File: src/rtl/gpu_pkg.sv
// Shared constants for the gpu command front end: register offsets,
// STATUS/CTRL bit positions and the command-word width.
package gpu_pkg;

  localparam int CMD_W = 32;

  localparam logic [3:0] REG_CMD    = 4'd0;
  localparam logic [3:0] REG_STATUS = 4'd1;
  localparam logic [3:0] REG_CTRL   = 4'd2;

  localparam int ST_EMPTY  = 8;
  localparam int ST_FULL   = 9;
  localparam int ST_OVF    = 10;
  localparam int ST_LOW    = 11;
  localparam int ST_IRQ_EN = 12;

  localparam int CTRL_FLUSH   = 0;
  localparam int CTRL_CLR_OVF = 1;
  localparam int CTRL_IRQ_EN  = 2;

endpackage

File: src/rtl/gpu_fifo_mem.sv
// DEPTH x CMD_W register array: one synchronous write port and one
// combinational read port. Pointer/count bookkeeping lives in the parent.
module gpu_fifo_mem
  import gpu_pkg::*;
#(
  parameter int DEPTH = 16,
  parameter int AW    = $clog2(DEPTH)
) (
  input  logic             i_clk,
  input  logic             i_wr_en,
  input  logic [AW-1:0]    i_wr_addr,
  input  logic [CMD_W-1:0] i_wr_data,
  input  logic [AW-1:0]    i_rd_addr,
  output logic [CMD_W-1:0] o_rd_data
);

  logic [CMD_W-1:0] r_mem [DEPTH];

  // NOTE: the array has no reset; the count/valid logic guarantees stale
  // entries are never presented, so clearing it would only cost flops.
  always_ff @(posedge i_clk) begin
    if (i_wr_en) r_mem[i_wr_addr] <= i_wr_data;
  end

  assign o_rd_data = r_mem[i_rd_addr];

endmodule

File: src/rtl/gpu_cmd_fifo.sv
// Wishbone-slave command FIFO in front of the gpu core: SoC writes command
// words, the gpu drains them over valid/ready, with status, control and IRQ.
module gpu_cmd_fifo
  import gpu_pkg::*;
#(
  parameter int DEPTH     = 16,
  parameter int LOW_WATER = 4
) (
  input  logic             wb_clk_i,
  input  logic             wb_rst_i,
  input  logic             wbs_stb_i,
  input  logic             wbs_cyc_i,
  input  logic             wbs_we_i,
  input  logic [3:0]       wbs_sel_i,
  input  logic [31:0]      wbs_dat_i,
  input  logic [3:0]       wbs_adr_i,
  output logic             wbs_ack_o,
  output logic [31:0]      wbs_dat_o,
  output logic             cmd_valid_o,
  output logic [CMD_W-1:0] cmd_data_o,
  input  logic             cmd_ready_i,
  output logic             irq_o
);

  localparam int AW = $clog2(DEPTH);
  localparam int CW = AW + 1;
  localparam logic [CW-1:0] FULL_CNT = CW'(DEPTH);
  localparam logic [CW-1:0] LW_CNT   = CW'(LOW_WATER);
  localparam logic [CW-1:0] CNT_ONE  = CW'(1);
  localparam logic [AW-1:0] PTR_ONE  = AW'(1);

  logic            r_ack;
  logic [31:0]     r_dat;
  logic [AW-1:0]   r_wr_ptr;
  logic [AW-1:0]   r_rd_ptr;
  logic [CW-1:0]   r_count;
  logic            r_overflow;
  logic            r_irq_en;
  logic            r_irq;

  logic            w_req;
  logic            w_push_req;
  logic            w_ctrl_wr;
  logic            w_flush;
  logic            w_clr_ovf;
  logic            w_pop;
  logic            w_push;
  logic            w_empty;
  logic            w_full;
  logic            w_low_water;
  logic [31:0]     w_status;
  logic [31:0]     w_rd_data;
  logic            w_unused_sel;

  assign w_req      = wbs_stb_i & wbs_cyc_i & ~r_ack;
  assign w_push_req = w_req & wbs_we_i & (wbs_adr_i == REG_CMD);
  assign w_ctrl_wr  = w_req & wbs_we_i & (wbs_adr_i == REG_CTRL) & wbs_sel_i[0];
  assign w_flush    = w_ctrl_wr & wbs_dat_i[CTRL_FLUSH];
  assign w_clr_ovf  = w_ctrl_wr & wbs_dat_i[CTRL_CLR_OVF];

  assign w_empty     = (r_count == '0);
  assign w_full      = (r_count == FULL_CNT);
  assign w_low_water = (r_count <= LW_CNT);

  // A flush takes precedence over a handshake on the same edge, so the
  // head entry is never delivered and then re-presented.
  assign w_pop  = ~w_empty & cmd_ready_i & ~w_flush;
  assign w_push = w_push_req & (~w_full | w_pop);

  assign w_status = {19'b0, r_irq_en, w_low_water, r_overflow, w_full, w_empty,
                     8'(r_count)};

  assign w_unused_sel = &{1'b0, wbs_sel_i[3:1]};

  always_comb begin
    w_rd_data = '0;
    if (!wbs_we_i) begin
      case (wbs_adr_i)
        REG_STATUS: w_rd_data = w_status;
        REG_CTRL:   w_rd_data[CTRL_IRQ_EN] = r_irq_en;
        default:    w_rd_data = '0;
      endcase
    end
  end

  // NOTE: all state below updates with non-blocking assignments so every
  // register samples the pre-edge value of the others.
  always_ff @(posedge wb_clk_i) begin
    if (wb_rst_i) begin
      r_ack      <= 1'b0;
      r_dat      <= '0;
      r_wr_ptr   <= '0;
      r_rd_ptr   <= '0;
      r_count    <= '0;
      r_overflow <= 1'b0;
      r_irq_en   <= 1'b0;
      r_irq      <= 1'b0;
    end else begin
      r_ack <= w_req;
      r_dat <= w_req ? w_rd_data : '0;

      if (w_push) r_wr_ptr <= r_wr_ptr + PTR_ONE;

      if (w_flush)    r_rd_ptr <= r_wr_ptr;
      else if (w_pop) r_rd_ptr <= r_rd_ptr + PTR_ONE;

      if (w_flush)                r_count <= '0;
      else if (w_push && !w_pop)  r_count <= r_count + CNT_ONE;
      else if (w_pop && !w_push)  r_count <= r_count - CNT_ONE;

      // A dropped push and a clear on the same edge leave overflow set.
      if (w_push_req && !w_push) r_overflow <= 1'b1;
      else if (w_clr_ovf)        r_overflow <= 1'b0;

      if (w_ctrl_wr) r_irq_en <= wbs_dat_i[CTRL_IRQ_EN];

      r_irq <= w_low_water & r_irq_en;
    end
  end

  gpu_fifo_mem #(
    .DEPTH (DEPTH),
    .AW    (AW)
  ) u_mem (
    .i_clk     (wb_clk_i),
    .i_wr_en   (w_push),
    .i_wr_addr (r_wr_ptr),
    .i_wr_data (wbs_dat_i),
    .i_rd_addr (r_rd_ptr),
    .o_rd_data (cmd_data_o)
  );

  assign wbs_ack_o   = r_ack;
  assign wbs_dat_o   = r_dat;
  assign cmd_valid_o = ~w_empty;
  assign irq_o       = r_irq;

endmodule

File: config.mk
export PLATFORM = sky130hd
export DESIGN_NAME = gpu_cmd_fifo
export DESIGN_NICKNAME = d
export VERILOG_FILES = /design/src/rtl/gpu_pkg.sv /design/src/rtl/gpu_fifo_mem.sv /design/src/rtl/gpu_cmd_fifo.sv
export SDC_FILE = /design/constraint.sdc
export NUM_CORES = 1
export LEC_CHECK = 0
export ABC_AREA = 1
export CAP_MARGIN = 0
export CORE_ASPECT_RATIO = 1.2
export CORE_MARGIN = 2
export CORE_UTILIZATION = 60
export CTS_CLUSTER_SIZE = 40
export DETAILED_ROUTE_END_ITERATION = 7
export GPL_TIMING_DRIVEN = 0
export HOLD_SLACK_MARGIN = 0.15
export PLACE_DENSITY_LB_ADDON = 0.05
export SYNTH_ARGS = -nofsm -noshare
export SYNTH_HDL_FRONTEND = slang
export SYNTH_SLANG_ARGS = --single-unit
File: constraint.sdc
create_clock -name wb_clk_i -period 3.8 [get_ports wb_clk_i]
set_input_delay 0.76 -clock wb_clk_i [delete_from_list [all_inputs] [get_ports wb_clk_i]]
set_output_delay 0.76 -clock wb_clk_i [all_outputs]
set_load 0.02 [all_outputs]
# == Word level (Yosys, flattened, before mapping) ==
# Memory sizes are Yosys's and may differ from the RTL's. A register that Yosys moved wholly into a read port is not among the register bits.
# Index checks and enable logic that the tools add are counted.
# word_totals
word_cells,61
memories,1
out_inout_bits,67
regBits,49
mem_bits_rw,512
input_bits,46
# memory_table
name,depth,width,rd,rd_ports_with_merged_regs,wr,line_no,source
u_mem.r_mem,16,32,1,1,1,gpu_fifo_mem.sv:17,logic [CMD_W-1:0] r_mem [DEPTH];
# classes
n_eq_ne,3
magnitude_cmp,1
reduce_logical,13
muxes,11
n_addsub,4
n_bitwise,19
# ops
operator,count
$mux W4,4
$and A1 B1 Y1,12
$mux W5,2
$add A4 B1 Y4 const B,2
$not A1 Y1,6
$reduce_bool A2 Y1,3
$add A5 B1 Y5 const B,1
$eq A5 B5 Y1 const B,1
$le A5 B3 Y1 const B,1
$logic_not A5 Y1,1
$sub A5 B1 Y5 const B,1
$eq A4 B1 Y1 const B,1
$eq A4 B2 Y1 const B,1
$logic_not A4 Y1,1
$mux W1,4
$reduce_or A4 Y1,1
$logic_and A1 B1 Y1,3
$reduce_or A3 Y1,1
$logic_not A1 Y1,2
$pmux W1 S2,1
$reduce_or A2 Y1,1
$or A1 B1 Y1,1

# == Depth between registers and ports, before layout ==
# logic_depth
ltp_word,14
depth_mapped,17
ltp_nobuf,17

# == Modules after synthesis ==
# A second synthesis with hierarchy kept.
# hier_totals
cells_unflattened,2268
hier_area_um2,23566.4
# by_module_without_submodules
mod,n_inst,area_per_inst_um2,cells_per_inst,seq_area_each_um2
gpu_fifo_mem,1,22089.9,2088,15374.7
gpu_cmd_fifo,1,1476.4,180,540.5

# == Worst setup path before layout ==
# OpenSTA, ideal clock, no wires.
# synth_path
path_type,input-to-reg
from,input wbs_adr_i[3]
to,"memory u_mem.r_mem[0][0], enable pin"
setup_time_ns,0.421
path_slack_ns,0.469
required_time_ns,3.379
stages,7
t_arrival_ns,2.910
path_buffers,0
path_cell_list,nor2_2 nand2_1 nor3_4 nand2_4 inv_4 nand2_2 nor2_1
# synth_between
elab_chain_cells,10
elab_cells_between_ends,12
classes_between,eq/ne: 1; mux: 2; bitwise: 8; reduce/logical: 1
# synth_rtl
element,line_no,source
start: declaration,gpu_cmd_fifo.sv:16,"input logic [3:0] wbs_adr_i,"
$eq A4 B2 Y1,gpu_cmd_fifo.sv:57,assign w_ctrl_wr = w_req & wbs_we_i & (wbs_adr_i == REG_CTRL) & wbs_sel_i[0];
$and A1 B1 Y1 (2 in series),gpu_cmd_fifo.sv:57,
$and A1 B1 Y1,gpu_cmd_fifo.sv:58,assign w_flush = w_ctrl_wr & wbs_dat_i[CTRL_FLUSH];
$not A1 Y1,gpu_cmd_fifo.sv:67,assign w_pop = ~w_empty & cmd_ready_i & ~w_flush;
$and A1 B1 Y1,gpu_cmd_fifo.sv:67,
$or A1 B1 Y1,gpu_cmd_fifo.sv:68,assign w_push = w_push_req & (~w_full | w_pop);
$and A1 B1 Y1 *,gpu_cmd_fifo.sv:68,
via u_mem.i_wr_en,gpu_fifo_mem.sv:10,"input logic i_wr_en,"
$mux W1 *,gpu_fifo_mem.sv:22,if (i_wr_en) r_mem[i_wr_addr] <= i_wr_data;
$mux W1 (implied by the code) *,gpu_fifo_mem.sv:22,
end: declaration,gpu_fifo_mem.sv:17,
# Mark *: on every way through the listed nets, which the timed path passes. The rest lies on a longest branch.

==> summary.txt <==
status: finished, violations left
failing checks: setup timing
drt total wl: 61050 um
fin. max-slew vios: 0
Reg2Reg Setup Slack: 1020 ps
Cell Area, Synth: 0.02146 mm^2
Critical R2R Launch: r_count[2]
global route overflow: 0
WHS Path Cells: 2
Max VDD drop: 0.4518 mV
dpl hpwl: 37970 um
Clock Root Buffer: clkbuf_16
#FFs+latches synth: 543
Die H: 211.2 um
warning count from the yosys run: 0
CTS buffer count: 51
largest net degree at the start of global routing: 23
cell with the most instances after synthesis: edfxtp_1
WP data arrival: 3060 ps
top post-synthesis cells by area: edfxtp_1 (72%), o21ai_0 (5.4%), nor2_1 (5.1%), o221ai_1 (3.8%), dfxtp_1 (2.9%)
Clock Latency Late Sink: 570 ps
initial antenna violation count: 0
final setup fails: 1
Post-route DRC: 0
max_cap viols: 0
RSZ-0062 raised after global routing: false
n_diodes: 0
Post-synth top cells: edfxtp_1 (512), nor2_1 (293), o21ai_0 (233), o221ai_1 (92), clkbuf_1 (59)
1st-iter DRT viols: 2001
met1 WL: 21840 um
main flop type after synthesis: edfxtp_1
Post-Place Cells: 2158
clock network fraction of total power: 0.310
Worst slew margin: 0.3569
share of the synthesized area in the top cell type: 0.7165
CTS tree: done
TritonCTS Sinks: 543
ys async rst share: 0
pre-CTS setup slack: 157.5 ps
internal power: 10.73 mW
Ports: 113
area delta synth->final: 17.07%
area of the multi-input gates: 0.004806 mm^2
Syn Inst Count: 1573
Leak: 8.308 nW
WL met2: 29290 um
core area: 0.03510 mm^2
Crit Path Class: register to primary output
maximum clock rate: 0.2615 GHz
crit path to: cmd_data_o[6]
DRT antenna net count: 0
Reg area: 0.01600 mm^2
drt via density: 6.476
Placer Congestion: 0.8329
Final Skew: 10.53 ps
first-pass GRT wire length: 87820 um
# H-tree levels: 2
fill count: 2371
Die W: 176.6 um
critical path fanouts, max: 10
setup_tns: -23.76 ps
power density over the cells: 626.8 mW/mm^2
Post-Layout Cell Count: 2248
final worst-path cycle share: 1.006
clock-pin slew on the worst setup and hold paths: 60 ps
clk buf depth: 3
Buffers on Ports: 86
area leader, netlist: edfxtp_1
reg2reg path depth: 11
Worst setup EP type: primary output
Final Hold Fails: 0
worst-margin pin slew: 962.4 ps
Seq/Total Area, Yosys: 0.7454
Critical Path Start Type: register
number of global-route vias before repair: 14256
Post-synth EDFFs: 512
post-synthesis area per instance: 13.64 um^2
Net Switching: 5.016 mW
Comb power frac: 0.269
Worst R2R End: u_mem.r_mem[7][26]
Reg power frac: 0.421
Vias: 14558
starting density of the core: 0.6114
WP data required: 3040 ps
final setup margin: -23.76 ps
# nets final: 1806
Power, Total: 15.75 mW
Final min period: 3824 ps
drt first pass iters: 6
count of cell types in the netlist: 34
Rows: 75
Routed wire per std cell: 27.16 um
wire length on met3: 7103 um
top sig layer: met4
share of cells above drive strength 1: 0.1282
die footprint: 0.03730 mm^2
Hold Path Class: register to register
sw frac: 0.3185
GRT Total Usage: 0.3287
layout make-up:
cell class                      instances  area share
Buffer                                131     0.03367
Clock buffer                           69     0.05722
Clock inverter                         21    0.005777
Inverter                               26    0.004084
Multi-Input combinational cell        894      0.1913
Sequential cell                       543      0.6368
Tap cell                              462     0.02301
Timing Repair Buffer                  102     0.04811
metrics by stage:
step | hold slack [ps] | area [um^2] | utilization
2_1_floorplan | 408.4 | 21540 | -
3_3_place_gp | 418.1 | 22980 | 0.6547
3_5_place_dp | 421.9 | 23440 | 0.6679
4_1_cts | 430.4 | 25060 | 0.7141
5_1_grt | 468.0 | 25120 | 0.7158
6_report | 428.8 | 25120 | 0.7158
what timing repair did:
action / 4_1_cts / 5_1_grt
buffers inserted: 0 / 0
setup endpoints to repair: 32 / 28
hold buffers: 0 / 0
gates resized for setup: 32 / 39
pin swaps: 0 / 2
state kept, by name, indices dropped and copies added, names as in the netlist, named ones only:
signal and cells:
r_rd_ptr 4, r_wr_ptr 4, r_count 5, wbs_ack_o 1
u_mem.r_mem 512, irq_o 1, wbs_dat_o 10, r_irq_en 1
r_overflow 1
critical path, stage by stage (launching register included):
cell	delay, ps
dfxtp_1	300
clkbuf_1	380
clkdlybuf4s15_1	820
nand3_1	230
nand2_1	140
clkdlybuf4s50_1	620
cells by family (layout without fill, tap and decap cells):
family,after synthesis,after routing,synth area share
DFF,543,543,0.7454
and+or+nand+nor,412,412,0.07830
adders and majority gates,11,11,0.006763
buffers and inverters,157,349,0.04023
other,1,22,0.0001747
AOI/OAI and AO/OA,443,443,0.1267
xor gates and xnor gates,6,6,0.002449
metal layers:
layer,global-route usage,vias up
li1,-,6257
met1,0.4183,7135
met2,0.5286,957
met3,0.08549,209
met4,0.1602,0
met5,0,-
worst min path at each step:
stage,from,end,slack [ps]
finish,r_overflow,wbs_dat_o[10],430
global route,r_overflow,wbs_dat_o[10],470
CTS,r_overflow,wbs_dat_o[10],430
detailed placement,r_overflow,wbs_dat_o[10],420
global placement,r_overflow,wbs_dat_o[10],420
floorplan,r_overflow,wbs_dat_o[10],410
placed cells by master, fill, tap and decap left out, types with 13 or more instances in the layout:
cell type	n
buf_12	13
buf_2	23
buf_4	23
buf_6	20
clkbuf_1	28
clkbuf_16	54
clkbuf_2	38
clkdlybuf4s50_1	84
conb_1	22
dfxtp_1	30
edfxtp_1	512
inv_1	22
nand2_1	55
nand3_1	44
nor2_1	277
nor2_4	16
o211ai_1	37
o21ai_0	233
o21ai_1	30
o221ai_1	91
o22ai_1	36
power by group through the flow:
stage	Clock, mW	Combinational, mW	Sequential [mW]
2_1_floorplan	0	2.41	6.73
3_3_place_gp	0	4.04	6.75
3_5_place_dp	0	4.11	6.75
4_1_cts	4.89	4.15	6.62
5_1_grt	5.11	4.50	6.63
6_report	4.88	4.24	6.63
Power figures use the tool's default switching activity.
